===== src/rtl/apb4_multi_slave_master.sv =====
// APB4 master bridge: turns a valid/ready request into SETUP/ACCESS phases,
// decodes the address to one of NUM_SLAVES selects and returns the selected response.
module apb4_multi_slave_master #(
   parameter int ADDR_WIDTH     = 32,
   parameter int DATA_WIDTH     = 32,
   parameter int NUM_SLAVES     = 4,
   parameter int SEL_LSB        = 12,
   parameter int SEL_BITS       = 3,
   parameter int TIMEOUT_CYCLES = 16
) (
   input  logic                             PCLK,
   input  logic                             PRESET,
   input  logic                             transfer,
   input  logic                             SWRITE,
   input  logic [ADDR_WIDTH-1:0]            SADDR,
   input  logic [DATA_WIDTH-1:0]            SWDATA,
   input  logic [DATA_WIDTH/8-1:0]          SSTRB,
   input  logic [2:0]                       SPROT,
   output logic                             s_ready,
   output logic                             s_done,
   output logic [DATA_WIDTH-1:0]            s_rdata,
   output logic                             s_err,
   output logic [NUM_SLAVES-1:0]            PSEL,
   output logic                             PENABLE,
   output logic                             PWRITE,
   output logic [ADDR_WIDTH-1:0]            PADDR,
   output logic [DATA_WIDTH-1:0]            PWDATA,
   output logic [DATA_WIDTH/8-1:0]          PSTRB,
   output logic [2:0]                       PPROT,
   input  logic [NUM_SLAVES-1:0]            PREADY,
   input  logic [NUM_SLAVES-1:0]            PSLVERR,
   input  logic [NUM_SLAVES*DATA_WIDTH-1:0] PRDATA
);

   localparam int TCNT_WIDTH = (TIMEOUT_CYCLES > 1) ? $clog2(TIMEOUT_CYCLES + 1) : 1;

   typedef enum logic [1:0] {IDLE, SETUP, ACCESS} state_t;

   state_t                  state, state_next;
   logic [SEL_BITS-1:0]     req_idx;
   logic [NUM_SLAVES-1:0]   req_sel;
   logic                    req_valid;
   logic                    accept;
   logic                    sel_ready;
   logic                    sel_err;
   logic [DATA_WIDTH-1:0]   sel_rdata;
   logic                    expiring;
   logic                    complete;
   logic                    err_pend;
   logic [TCNT_WIDTH-1:0]   tmo_cnt;

   assign req_idx = SADDR[SEL_LSB +: SEL_BITS];

   // An out-of-range index leaves req_sel all-zero, which doubles as the decode-error flag.
   always_comb begin
      req_sel = '0;
      for (int i = 0; i < NUM_SLAVES; i++)
         if (req_idx == SEL_BITS'(i)) req_sel[i] = 1'b1;
   end
   assign req_valid = |req_sel;

   // PSEL is one-hot, so masking with it observes only the addressed slave.
   always_comb begin
      sel_rdata = '0;
      for (int i = 0; i < NUM_SLAVES; i++)
         if (PSEL[i]) sel_rdata = sel_rdata | PRDATA[i*DATA_WIDTH +: DATA_WIDTH];
   end
   assign sel_ready = |(PREADY & PSEL);
   assign sel_err   = |(PSLVERR & PSEL);

   assign expiring = (TIMEOUT_CYCLES != 0) && (state == ACCESS) && !sel_ready &&
                     (tmo_cnt == TCNT_WIDTH'(TIMEOUT_CYCLES - 1));
   assign complete = (state == ACCESS) && (sel_ready || expiring);

   // A decode error accepted while another transfer completes owes its s_done one cycle
   // later; requests are held off in IDLE until that pulse has gone out.
   assign s_ready = ((state == IDLE) && !err_pend) || complete;
   assign accept  = transfer && s_ready;

   always_ff @(posedge PCLK or posedge PRESET) begin
      if (PRESET) state <= IDLE;
      else        state <= state_next;
   end

   always_comb begin
      state_next = state;
      case (state)
         IDLE:    if (accept && req_valid) state_next = SETUP;
         SETUP:   state_next = ACCESS;
         ACCESS:  if (complete) state_next = (accept && req_valid) ? SETUP : IDLE;
         default: state_next = IDLE;
      endcase
   end

   // NOTE: every register sits in the async-reset branch and is updated with <=, so all
   // of them sample the same pre-edge values and a reset clears the bus without a clock.
   always_ff @(posedge PCLK or posedge PRESET) begin
      if (PRESET) begin
         PSEL     <= '0;
         PENABLE  <= 1'b0;
         PWRITE   <= 1'b0;
         PADDR    <= '0;
         PWDATA   <= '0;
         PSTRB    <= '0;
         PPROT    <= '0;
         s_done   <= 1'b0;
         s_rdata  <= '0;
         s_err    <= 1'b0;
         err_pend <= 1'b0;
         tmo_cnt  <= '0;
      end else begin
         s_done <= 1'b0;
         if (err_pend) begin
            s_done   <= 1'b1;
            s_err    <= 1'b1;
            s_rdata  <= '0;
            err_pend <= 1'b0;
         end
         if (state == SETUP) PENABLE <= 1'b1;
         if (state == ACCESS && !sel_ready) tmo_cnt <= tmo_cnt + TCNT_WIDTH'(1);
         if (complete) begin
            s_done  <= 1'b1;
            s_err   <= expiring || sel_err;
            s_rdata <= (expiring || PWRITE) ? '0 : sel_rdata;
            PSEL    <= '0;
            PENABLE <= 1'b0;
         end
         if (accept) begin
            tmo_cnt <= '0;
            if (req_valid) begin
               PSEL    <= req_sel;
               PENABLE <= 1'b0;
               PWRITE  <= SWRITE;
               PADDR   <= SADDR;
               PWDATA  <= SWDATA;
               PSTRB   <= SWRITE ? SSTRB : '0;
               PPROT   <= SPROT;
            end else if (complete) begin
               err_pend <= 1'b1;
            end else begin
               s_done  <= 1'b1;
               s_err   <= 1'b1;
               s_rdata <= '0;
            end
         end
      end
   end

endmodule


===== config.mk =====
export PLATFORM = sky130hd
export DESIGN_NAME = apb4_multi_slave_master
export DESIGN_NICKNAME = d
export VERILOG_FILES = /design/src/rtl/apb4_multi_slave_master.sv
export SDC_FILE = /design/constraint.sdc
export NUM_CORES = 1
export LEC_CHECK = 0
export ABC_AREA = 1
export CAP_MARGIN = 15
export CORE_MARGIN = 5
export CORE_UTILIZATION = 35
export DETAILED_ROUTE_END_ITERATION = 12
export GPL_ROUTABILITY_DRIVEN = 0
export PLACE_DENSITY = 0.86
export SLEW_MARGIN = 20
export SYNTH_ARGS = -nofsm -noshare
export SYNTH_HDL_FRONTEND = slang
export SYNTH_SLANG_ARGS = --single-unit

===== constraint.sdc =====
create_clock -name PCLK -period 4.3 [get_ports PCLK]
set_clock_uncertainty 0.1 [all_clocks]
set_input_delay 0.86 -clock PCLK [delete_from_list [all_inputs] [get_ports PCLK]]
set_output_delay 0.86 -clock PCLK [all_outputs]
set_load 0.02 [all_outputs]

Word level (Yosys, flattened, before mapping)

Cells that the tools add are included.

ROM bits: 0
Register bits after elaboration: 119
Bits in latches: 0
Logic and storage cells: 88
Memories: 0
Bits of input ports: 211
Memory bits (writable): 0
Output and inout port bits: 112

Reduce and logical (&&, ||, !) cells: 20
Muxes and demuxes: 41
$lt $le $gt $ge: 0
Div/mod/pow operators: 0
Equality and inequality tests: 8
$mul: 0
Bitwise gates (word level): 5
$add $sub $neg: 1
Shift operators: 0

Operators with widths:

| kind                  | number |
|---|---|
| $mux W32              | 10 |
| $or A32 B32 Y32       | 3 |
| $mux W1               | 22 |
| $mux W4               | 4 |
| $reduce_or A4 Y1      | 3 |
| $mux W5               | 2 |
| $and A4 B4 Y4         | 2 |
| $eq A3 B2 Y1 const B  | 2 |
| $logic_and A1 B1 Y1   | 6 |
| $pmux W2 S3           | 1 |
| $add A5 B1 Y5 const B | 1 |
| $eq A5 B4 Y1 const B  | 1 |
| $logic_or A1 B1 Y1    | 4 |
| $mux W2               | 2 |
| $reduce_and A2 Y1     | 2 |
| $eq A3 B1 Y1 const B  | 1 |
| $logic_not A3 Y1      | 1 |
| $eq A2 B1 Y1 const B  | 1 |
| $eq A2 B2 Y1 const B  | 1 |
| $logic_not A1 Y1      | 2 |
| $logic_not A2 Y1      | 1 |
| $ne A2 B1 Y1 const B  | 1 |
| $ne A2 B2 Y1 const B  | 1 |
| $reduce_bool A2 Y1    | 1 |

Depth between registers and ports, before layout

Depth in word-level cells: 13
Mapped depth: 14
Gate-level depth less buffers: 13

Least setup slack after synthesis

OpenSTA, ideal clock, no wires.

Path type: input port to output port
From: input PREADY[2]
To: output s_ready
Buffers on the path: 0
Stages: 6
Setup slack: 1.939 ns
Data arrival time: 1.401 ns
Cells stage by stage: nand2_1 > nand2_2 > nor2_4 > nand2_4 > nand2_8 > nand2_4

Word-level cells in the longest chain between the ends: 8

Ends and longest elaborated chain:

| element                          | line | RTL |
|---|---|---|
| start: declaration               | 30   | `input logic [NUM_SLAVES-1:0] PREADY,` |
| $and A4 B4 Y4 (*)                | 68   | `assign sel_ready = \|(PREADY & PSEL);` |
| $reduce_or A4 Y1 (*)             | 68   |  |
| $logic_not A1 Y1                 | 71   | `assign expiring = (TIMEOUT_CYCLES != 0) && (state == ACCESS) && !sel_ready &&` |
| $logic_and A1 B1 Y1 (2 in a row) | 71   |  |
| $logic_or A1 B1 Y1 (*)           | 73   | `assign complete = (state == ACCESS) && (sel_ready \|\| expiring);` |
| $logic_and A1 B1 Y1 (*)          | 73   |  |
| $logic_or A1 B1 Y1 (*)           | 77   | `assign s_ready = ((state == IDLE) && !err_pend) \|\| complete;` |
| end: declaration                 | 19   | `output logic s_ready,` |

Every way passes the cells marked *; elsewhere a longest branch is shown, timed or not.

Worst setup path in the final report

From: input PREADY[0]
To: output s_ready

Same word-level chain as after synthesis.

==> summary.md <==
| Metric | Value |
|---|---|
| Status | completed |
| CTS tree | done |
| Die Area | about 19000 um2 |
| Synth Instances | roughly 730 |
| Number of synthesized flops with an enable pin | 0 |
| Setup TNS | 0 ns |
| Cell Count, Final, Fillers Out | between 1000 and 1500 |
| Sequential fraction of the synthesis area | 0.517 |
| Pwr Density | between 600 and 700 nW/um2 |
| Layout Nets | 1250 |
| Ports | around 320 |
| Max Slew Vio Count | 0 |
| Top cells by area, synth | dfrtp_1 (52%), nand2_1 (24%), nand3_1 (6.5%) |
| Syn Nets | around 940 |
| Syn_area_per_cell | 7.89 um2 |
| Placeable core region | approximately 16000 um2 |
| Clk_lat worst skew | between 0.4 and 0.5 ns |
| Starting Density | 0.353 |
| Fmax | slightly below 300 MHz |
| CP endpoint kind | output port |
| R2R Path Start | tmo_cnt[1] |
| Routed vias | between 6000 and 7000 |
| Post-synthesis cell type count | 28 |
| Buffer count from post-CTS setup fixing | 0 |
| Post-CTS sizing | 0 |
| Setup-failing EPs final | 0 |
| TritonRoute pass-1 iters | 4 |
| Max VDD drop | roughly 0.00038 V |
| Top cells by count, synth | nand2_1 (376), dfrtp_1 (119), nand3_1 (75) |
| Post-Route WL | between 20000 and 25000 um |
| Die X-Extent | between 100 and 150 um |
| Fill cell count | between 1000 and 1500 |
| Layout cells sized above 1 | 0.0667 |
| Count leader, synth | nand2_1 |
| RSZ-0062 raised after global routing | no |
| CTS Buffer Depth | 2 |
| Site Rows | 47 |
| DRC | 0 |
| Clock-pin slew on the worst setup and hold paths | around 0.05 ns |
| Crit Path Category | input port to output port |
| Post-route clock period utilization | 0.802 |
| Worst r2r dst | PWDATA[12] |
| Largest net degree at the start of global routing | between 70 and 80 |
| Main synth FF type | dfrtp_1 |
| Setup crit start kind | input port |
| Async SR Flop Fraction | 1.00 |
| FF+latch area | a little under 3000 um2 |
| Die height | roughly 140 um |
| Worst path arrival time | between 2 and 2.5 ns |
| CP Data Required Time | 3.34 ns |
| CTS H-tree depth | 4 |
| Clk sinks | about 120 |
| Routed Antenna Nets | 0 |
| Vias in the first global route | 6081 |
| Final min period | roughly 3.4 ns |
| Post-route cell area | about 9700 um2 |
| Share of the synthesized area in the top cell type | 0.517 |
| Leak | ~4.5 nW |
| Final hold viol count | 0 |
| Gr ovfl total | 0 |
| Hold path endpoint | PWDATA[17] |
| CTS buffer count | 17 |
| Root Buffer | clkbuf_16 |
| HP Class | flop to flop |
| Depth of the worst hold-timing path | 2 |
| Crit-path max FO | 10 |
| All-layer global routing usage | 0.214 |
| Slew margin rel. | 0.315 |
| Worst Hold Launch | PWDATA[17] |
| R2r setup slk | roughly 1.8 ns |
| I/O Buffers | around 320 |
| Max Cap Viol | 0 |
| Final core occ | 0.592 |
| Post-synth top area cell | dfrtp_1 |
| First-pass GRT wire length | 32800 um |
| Initial drt markers | around 340 |
| Dpl cell area | just over 9000 um2 |
| Slew of the pin with the lowest slew margin | roughly 1.0 ns |
| Via/cell ratio | around 4.8 |
| Synthesis Warnings | 0 |
| Area Overhead vs Synth | 67.9% |
| Post-Syn Area | roughly 5800 um2 |
| Post-DP HPWL | 15600 um |
| Placed cells | approximately 1200 |
| Hold Buf Count CTS | 0 |
| Initial antenna violation count | 1 |
| Drt wl/cell | roughly 16 um |
| Multi-input logic area | 2410 um2 |
| FF+latch count, synth | 119 |
| Reg2Reg Depth | 13 |
[worst max-delay path by stage]
| stage | from | end | cells after the start |
|---|---|---|---|
| finish | PREADY[0] | s_ready | 8 |
| global route | PREADY[0] | s_ready | 8 |
| CTS | PREADY[0] | s_ready | 8 |
| detailed placement | PREADY[0] | s_ready | 8 |
| global placement | PREADY[0] | s_ready | 8 |
| floorplan | PRESET | PADDR[0] | 1 |
[registers in the layout (all words and copies together) (netlist names), 2 cells and up]
name,cells
PADDR,32
PPROT,3
PSEL,4
PSTRB,4
PWDATA,32
s_rdata,32
state,2
tmo_cnt,5
[final cells by class]
cell class,instances,area share
Antenna cell,1,0.000259
Clock buffer,22,0.0480
Clock inverter,9,0.0129
Inverter,27,0.0110
Multi-Input combinational cell,541,0.249
Sequential cell,119,0.308
Tap cell,220,0.0284
Timing Repair Buffer,331,0.343
[report_power, final]
part           leakage, nW  internal (mW)  switching, mW
Combinational         2.72           1.41           1.90
Sequential            1.54           1.62          0.282
Clock                0.286          0.933          0.496
Total                 4.55           3.96           2.68
[cell families after synthesis]
logic type	count (synthesis)	synth area share
fa+ha+maj	2	0.00434
buf+inv	71	0.0656
compound gates	13	0.0148
flops	119	0.517
xor+xnor	1	0.00152
simple gates	525	0.397
[through the flow]
stage | hold slack (ns) | power (mW) | worst slack, ns
after floorplan | 0.343 | 3.64 | 0.183
after detailed placement | 0.358 | 5.24 | 0.861
final | 0.365 | 6.64 | 0.852
after global placement | 0.353 | 5.15 | 0.868
after CTS | 0.371 | 6.70 | 0.857
after global routing | 0.385 | 7.01 | 0.764
[placed cells by master, fill, tap and decap left out]
master,n
buf_12,2
clkinv_1,1
bufinv_16,3
diode_2,1
nor2_2,2
clkinvlp_4,2
o31ai_1,3
dfrtp_1,119
a22o_1,2
nand2_1,376
o21ai_0,3
a21oi_1,3
nand2_4,2
nor2_8,1
nor4_1,1
nor2_1,6
clkbuf_1,3
clkdlybuf4s50_1,322
nand2_8,2
xor2_1,1
nand2_2,22
nor2_4,2
o22ai_1,1
nand3_1,75
clkinv_2,4
nor3_1,3
clkbuf_16,17
ha_1,2
inv_4,2
clkbuf_8,2
o311ai_0,1
inv_1,24
buf_4,7
nand4_1,33
[worst max-delay path: stages]
cell and delay (ns):
clkdlybuf4s50_1 0.44, nand2_1 0.08, nand2_1 0.08, nor2_4 0.20
nand2_4 0.09, nand2_8 0.10, nand2_4 0.08, clkdlybuf4s50_1 0.56
[layer usage]
| layer | track usage | share of wire |
|---|---|---|
| met4 | 0.105 | 0.038 |
| met1 | 0.243 | 0.38 |
| met3 | 0.0639 | 0.070 |
| met5 | 0 | 0 |
| met2 | 0.368 | 0.51 |
Power figures use the tool's default switching activity.
==> variant 1, RTL diff (same settings) <==
Register the input `SWDATA` before use, with the module's reset. The logic sees it one clock later. The other inputs are not delayed to match.
--- a/src/rtl/apb4_multi_slave_master.sv
+++ b/src/rtl/apb4_multi_slave_master.sv
@@ -35,6 +35,16 @@
    localparam int TCNT_WIDTH = (TIMEOUT_CYCLES > 1) ? $clog2(TIMEOUT_CYCLES + 1) : 1;
 
    typedef enum logic [1:0] {IDLE, SETUP, ACCESS} state_t;
+
+   logic [DATA_WIDTH-1:0] SWDATA_q;
+
+   always_ff @(posedge PCLK or posedge PRESET) begin
+      if (PRESET) begin
+         SWDATA_q <= '0;
+      end else begin
+         SWDATA_q <= SWDATA;
+      end
+   end
 
    state_t                  state, state_next;
    logic [SEL_BITS-1:0]     req_idx;
@@ -132,7 +142,7 @@
                PENABLE <= 1'b0;
                PWRITE  <= SWRITE;
                PADDR   <= SADDR;
-               PWDATA  <= SWDATA;
+               PWDATA  <= SWDATA_q;
                PSTRB   <= SWRITE ? SSTRB : '0;
                PPROT   <= SPROT;
             end else if (complete) begin
Formal check against the unedited RTL: not equivalent (Yosys sat finds a counterexample within 4 cycles, from zero or initial values and one cycle with PRESET high).
==> variant 1 against the unedited design <==
- total power up 8.7%
- combinational power up 2%
- routed wire length is 0.88% higher
- worst setup slack improved by 0.043 ns
- synthesized area increased by 14%
- sequential cell count up 32
- final area is 9.6% higher
- global-route usage down 2.0 points
- non-clock buffer count up 1
- worst hold slack worse by 0.019 ns
- die area rose by 13%
==> variant 1: results (changes against the unedited design) <==
Synthesized Nets: 972 (+3.0%)
Vias per inst: 4.65 (-2.4%)
Netlist cell types: 27 (-3.6%)
Synth top area cells: dfrtp_1 (57%), nand2_1 (23%), o21ai_2 (3.7%)
DR WL met3: 2.14 mm (+45%)
Layout filler cell count: 1586 (+12%)
Max FO, Critical Path: 11 (+1)
Gr ovfl total: 0 (unchanged)
Sequential fraction of the synthesis area: 57.4% (+5.7 points)
Instance area at placement: 9950 um^2 (+9.5%)
Final #Nets: 1285 (+2.8%)
Status: complete, no violations
Worst-case clock buffer depth: 2 (unchanged)
Top cells by count, synth: nand2_1 (402), dfrtp_1 (151), inv_1 (54)
Yosys Warn Count: 0 (unchanged)
Detailed placement HPWL: 15.9 mm (+1.3%)
Drt wl/cell: 16.0 um (-2.9%)
Switch share: 39.6% (-0.70 points)
R2r worst-path depth: 13 (unchanged)
Top layer used by detailed routing: met4
Share of layout cells above drive strength 1: 7.83% (+1.2 points)
Global Route Usage Sum: 19.4% (-2.0 points)
First-pass GRT wire length: 33.7 mm (+2.6%)
Pin count of the biggest net entering global routing: 74 (+1.4%)
Met2 wire len: 10.5 mm (-1.6%)
Worst VDD drop: 350 uV (-6.8%)
Vias in the first global route: 6434 (+5.8%)
Pre-Repair DR Iteration Count: 5 (+1)
WP data arrival: 2.45 ns (-0.04 ns)
Worst-Margin Slew: 0.791 ns (-0.231 ns)
Leakage: 4.86 nW (+6.8%)
Metal1 wirelength: 7.92 mm (-0.91%)
Initial DRC Count: 217 (-35%)
==> variant 1: changes by cell type after synthesis, sizes merged, moves of 8 or more <==
cell   before  now
inv        27   55
nand3      75   11
nand2     402  410
dfrtp     119  151
o21ai       3   34
==> variant 1: metrics by stage <==
step	instances	setup WS [ns]	hold slack, ns	util (%)
2_1_floorplan	759	1.44	0.325	-
3_3_place_gp	1287	0.912	0.327	53.4
3_5_place_dp	1287	0.891	0.332	53.4
4_1_cts	1319	0.888	0.348	56.9
5_1_grt	1320	0.782	0.364	56.9
6_report	1320	0.895	0.347	56.9
==> variant 1: layer usage <==
layer	up-vias	track usage [%]
met5	-	0
met4	0	6.94
met3	32	7.50
met2	267	34.3
met1	2873	21.3
li1	2969	-
==> variant 1: cell type report <==
cell class	count	area [um^2]	share of cell area, %
flip-flops and latches	151	3780	35.6
repair buffers	332	3320	31.3
multi-input cells	515	2340	22.1
clock buffers	18	439	4.14
well taps	234	293	2.76
inverters	55	215	2.03
clock inverters	14	209	1.97
diodes	1	2.50	0.0236
==> variant 1: power by group through the flow <==
| stage | logic, mW | registers, mW | clock network (mW) |
|---|---|---|---|
| 2_1_floorplan | 1.22 | 2.83 | 0 |
| 3_3_place_gp | 3.35 | 2.24 | 0 |
| 3_5_place_dp | 3.40 | 2.25 | 0 |
| 4_1_cts | 3.41 | 2.25 | 1.66 |
| 5_1_grt | 3.63 | 2.32 | 1.73 |
| 6_report | 3.36 | 2.24 | 1.61 |
==> variant 1: cells by family after synthesis <==
group	count (synthesis)	synth area share (%)
xor+xnor	1	0.133
flops	151	57.4
buf+inv	93	7.10
fa+ha+maj	2	0.380
compound gates	43	5.36
simple gates	469	29.7
==> variant 1: critical path: stages <==
cell and delay (ns):
clkdlybuf4s50_1 0.47, nand2_2 0.05, nand2_2 0.09, nor2_4 0.06, nand2_2 0.08, nand2_4 0.11
nand2_4 0.12, clkdlybuf4s50_1 0.62
==> variant 1: path summary, 6_finish.rpt <==
check | from | endpoint | slack (ns)
worst max-delay path | PREADY[2] | s_ready | 0.89
worst min-delay path | SWDATA_q[20] | PWDATA[20] | 0.35
worst max register to register | tmo_cnt[1] | PWDATA[28] | 1.66
worst min register to register | SWDATA_q[20] | PWDATA[20] | 0.35
max in group asynchronous | PRESET | s_rdata[16] | 2.46
min in group asynchronous | PRESET | SWDATA_q[21] | 0.83
==> variant 2, RTL diff (config.mk and constraints unchanged) <==
Without the edit above. Set the parameter `SEL_LSB` to 6 (it was 12).
--- a/src/rtl/apb4_multi_slave_master.sv
+++ b/src/rtl/apb4_multi_slave_master.sv
@@ -4,7 +4,7 @@
    parameter int ADDR_WIDTH     = 32,
    parameter int DATA_WIDTH     = 32,
    parameter int NUM_SLAVES     = 4,
-   parameter int SEL_LSB        = 12,
+   parameter int SEL_LSB        = 6,
    parameter int SEL_BITS       = 3,
    parameter int TIMEOUT_CYCLES = 16
 ) (
Check against the original RTL: not equivalent (a bounded check fails within 4 cycles, from zero or initial values and one cycle with PRESET high).
==> variant 2 against the unedited design <==
- routed wire length rose by 1.5%
- synthesized area fell by 0.74%
- register-to-register slack got worse by 0.16 ns
- sequential cell count did not move
- final area fell by 0.62%
- total power fell by 0.68%
- fmax rose by 0.82%
- worst setup slack improved by 0.028 ns
- largest cell class unchanged
==> variant 2: results (changes against the unedited design) <==
Detailed placement HPWL: 15.9 mm (+1.7%)
Leakage: 4.54 nW (-0.20%)
Post-synthesis adder-cell area fraction: 0.437% (+0.0032 points)
Port Buffers: 322 (unchanged)
Pre-Repair DR Iteration Count: 5 (+1)
Netlist cell types: 28 (unchanged)
Final Non-Filler Cells: 1265 (-0.39%)
Dominant synthesized flop cell: dfrtp_1
Slowest cell on the critical path: clkdlybuf4s50_1
Pin count of the biggest net entering global routing: 77 (+5.5%)
Synth Area in Compound Gates: 1.49% (+0.011 points)
Antenna diode count: 0 (-1)
Post-synthesis mux area share: 0% (unchanged)
Ys async rst share: 100% (unchanged)
Top cells by count, synth: nand2_1 (387), dfrtp_1 (119), nand3_1 (75)
Vias per inst: 4.70 (-1.4%)
Vias in the first global route: 5824 (-4.2%)
Status: complete, no violations
XOR/XNOR share of the synthesized area: 0.153% (+0.0011 points)
Layout filler cell count: 1371 (-3.0%)
DP Worst Slack: 0.880 ns (+0.0184 ns)
WP data arrival: 2.46 ns (-0.03 ns)
Total Routed Length: 21.2 mm (+1.5%)
TritonCTS Buffers: 17 (unchanged)
Initial DRC Count: 411 (+23%)
HP Class: register to register
CTS Root Cell: clkbuf_16
Synth top area cells: dfrtp_1 (52%), nand2_1 (25%), nand3_1 (6.6%)
Worst VDD drop: 414 uV (+10%)
Share of layout cells above drive strength 1: 5.91% (-0.76 points)
Post-CTS Setup Bufs: 0 (unchanged)
Avg Synthesized Cell Area: 7.83 um^2 (-0.74%)
Critical Path Max Stage Delay: 0.56 ns (about the same)
Global Route Usage Sum: 21.6% (+0.18 points)
Initial antenna violation count: 0 (-1)
Instance area at placement: 9040 um^2 (-0.52%)
Placed Instances: 1236 (-0.16%)
Sequential fraction of the synthesis area: 52.0% (+0.38 points)
Delay-heaviest family, CP: buffers and inverters
Area of the multi-input gates: 2380 um^2 (-1.3%)
First-pass GRT wire length: 31.2 mm (-5.0%)
Slew HR: 30.4% (-1.1 points)
## variant 2: layout make-up
class                   count  area share [%]
well taps                 216            2.81
repair buffers            333            34.4
clock buffers              21            5.00
multi-input cells         541            24.7
flip-flops and latches    119            31.0
inverters                  27            1.11
clock inverters             8            1.03
## variant 2: metal layers
| metal | global-route usage, % | vias to the layer above | wire [um] |
|---|---|---|---|
| met5 | 0 | - | 0 |
| met4 | 9.66 | 0 | 770 |
| met3 | 6.13 | 50 | 1640 |
| met2 | 34.9 | 253 | 10600 |
| met1 | 27.0 | 2711 | 8180 |
| li1 | - | 2932 | - |
## variant 2: cells by family (layout without fill, tap and decap cells)
logic type,count (synthesis),count (layout)
AOI/OAI and AO/OA,13,13
xor gates and xnor gates,1,1
adders and majority gates,2,2
buffers and inverters,71,389
DFF,119,119
and+or+nand+nor,525,525
## variant 2: path summary, 6_finish.rpt
path,start,end,slack [ns],depth (start not counted)
worst max-delay path,PREADY[1],s_ready,0.88,8
worst min-delay path,PWDATA[12],PWDATA[12],0.37,2
worst max register to register,tmo_cnt[1],PWDATA[21],1.61,13
worst min register to register,PWDATA[12],PWDATA[12],0.37,2
max in group asynchronous,PRESET,PADDR[11],2.44,3
min in group asynchronous,PRESET,PWDATA[20],0.86,2
## variant 2: worst min-delay path: stages, from the launching register on
cell and delay (ns):
dfrtp_1 0.34, nand2_1 0.05, nand2_1 0.05
## variant 2: power by group
group	total (mW)	switching [mW]	leakage [nW]	internal [mW]
logic	3.30	1.90	2.72	1.40
registers	1.90	0.286	1.54	1.62
clock network	1.39	0.486	0.283	0.901
total	6.59	2.67	4.54	3.92
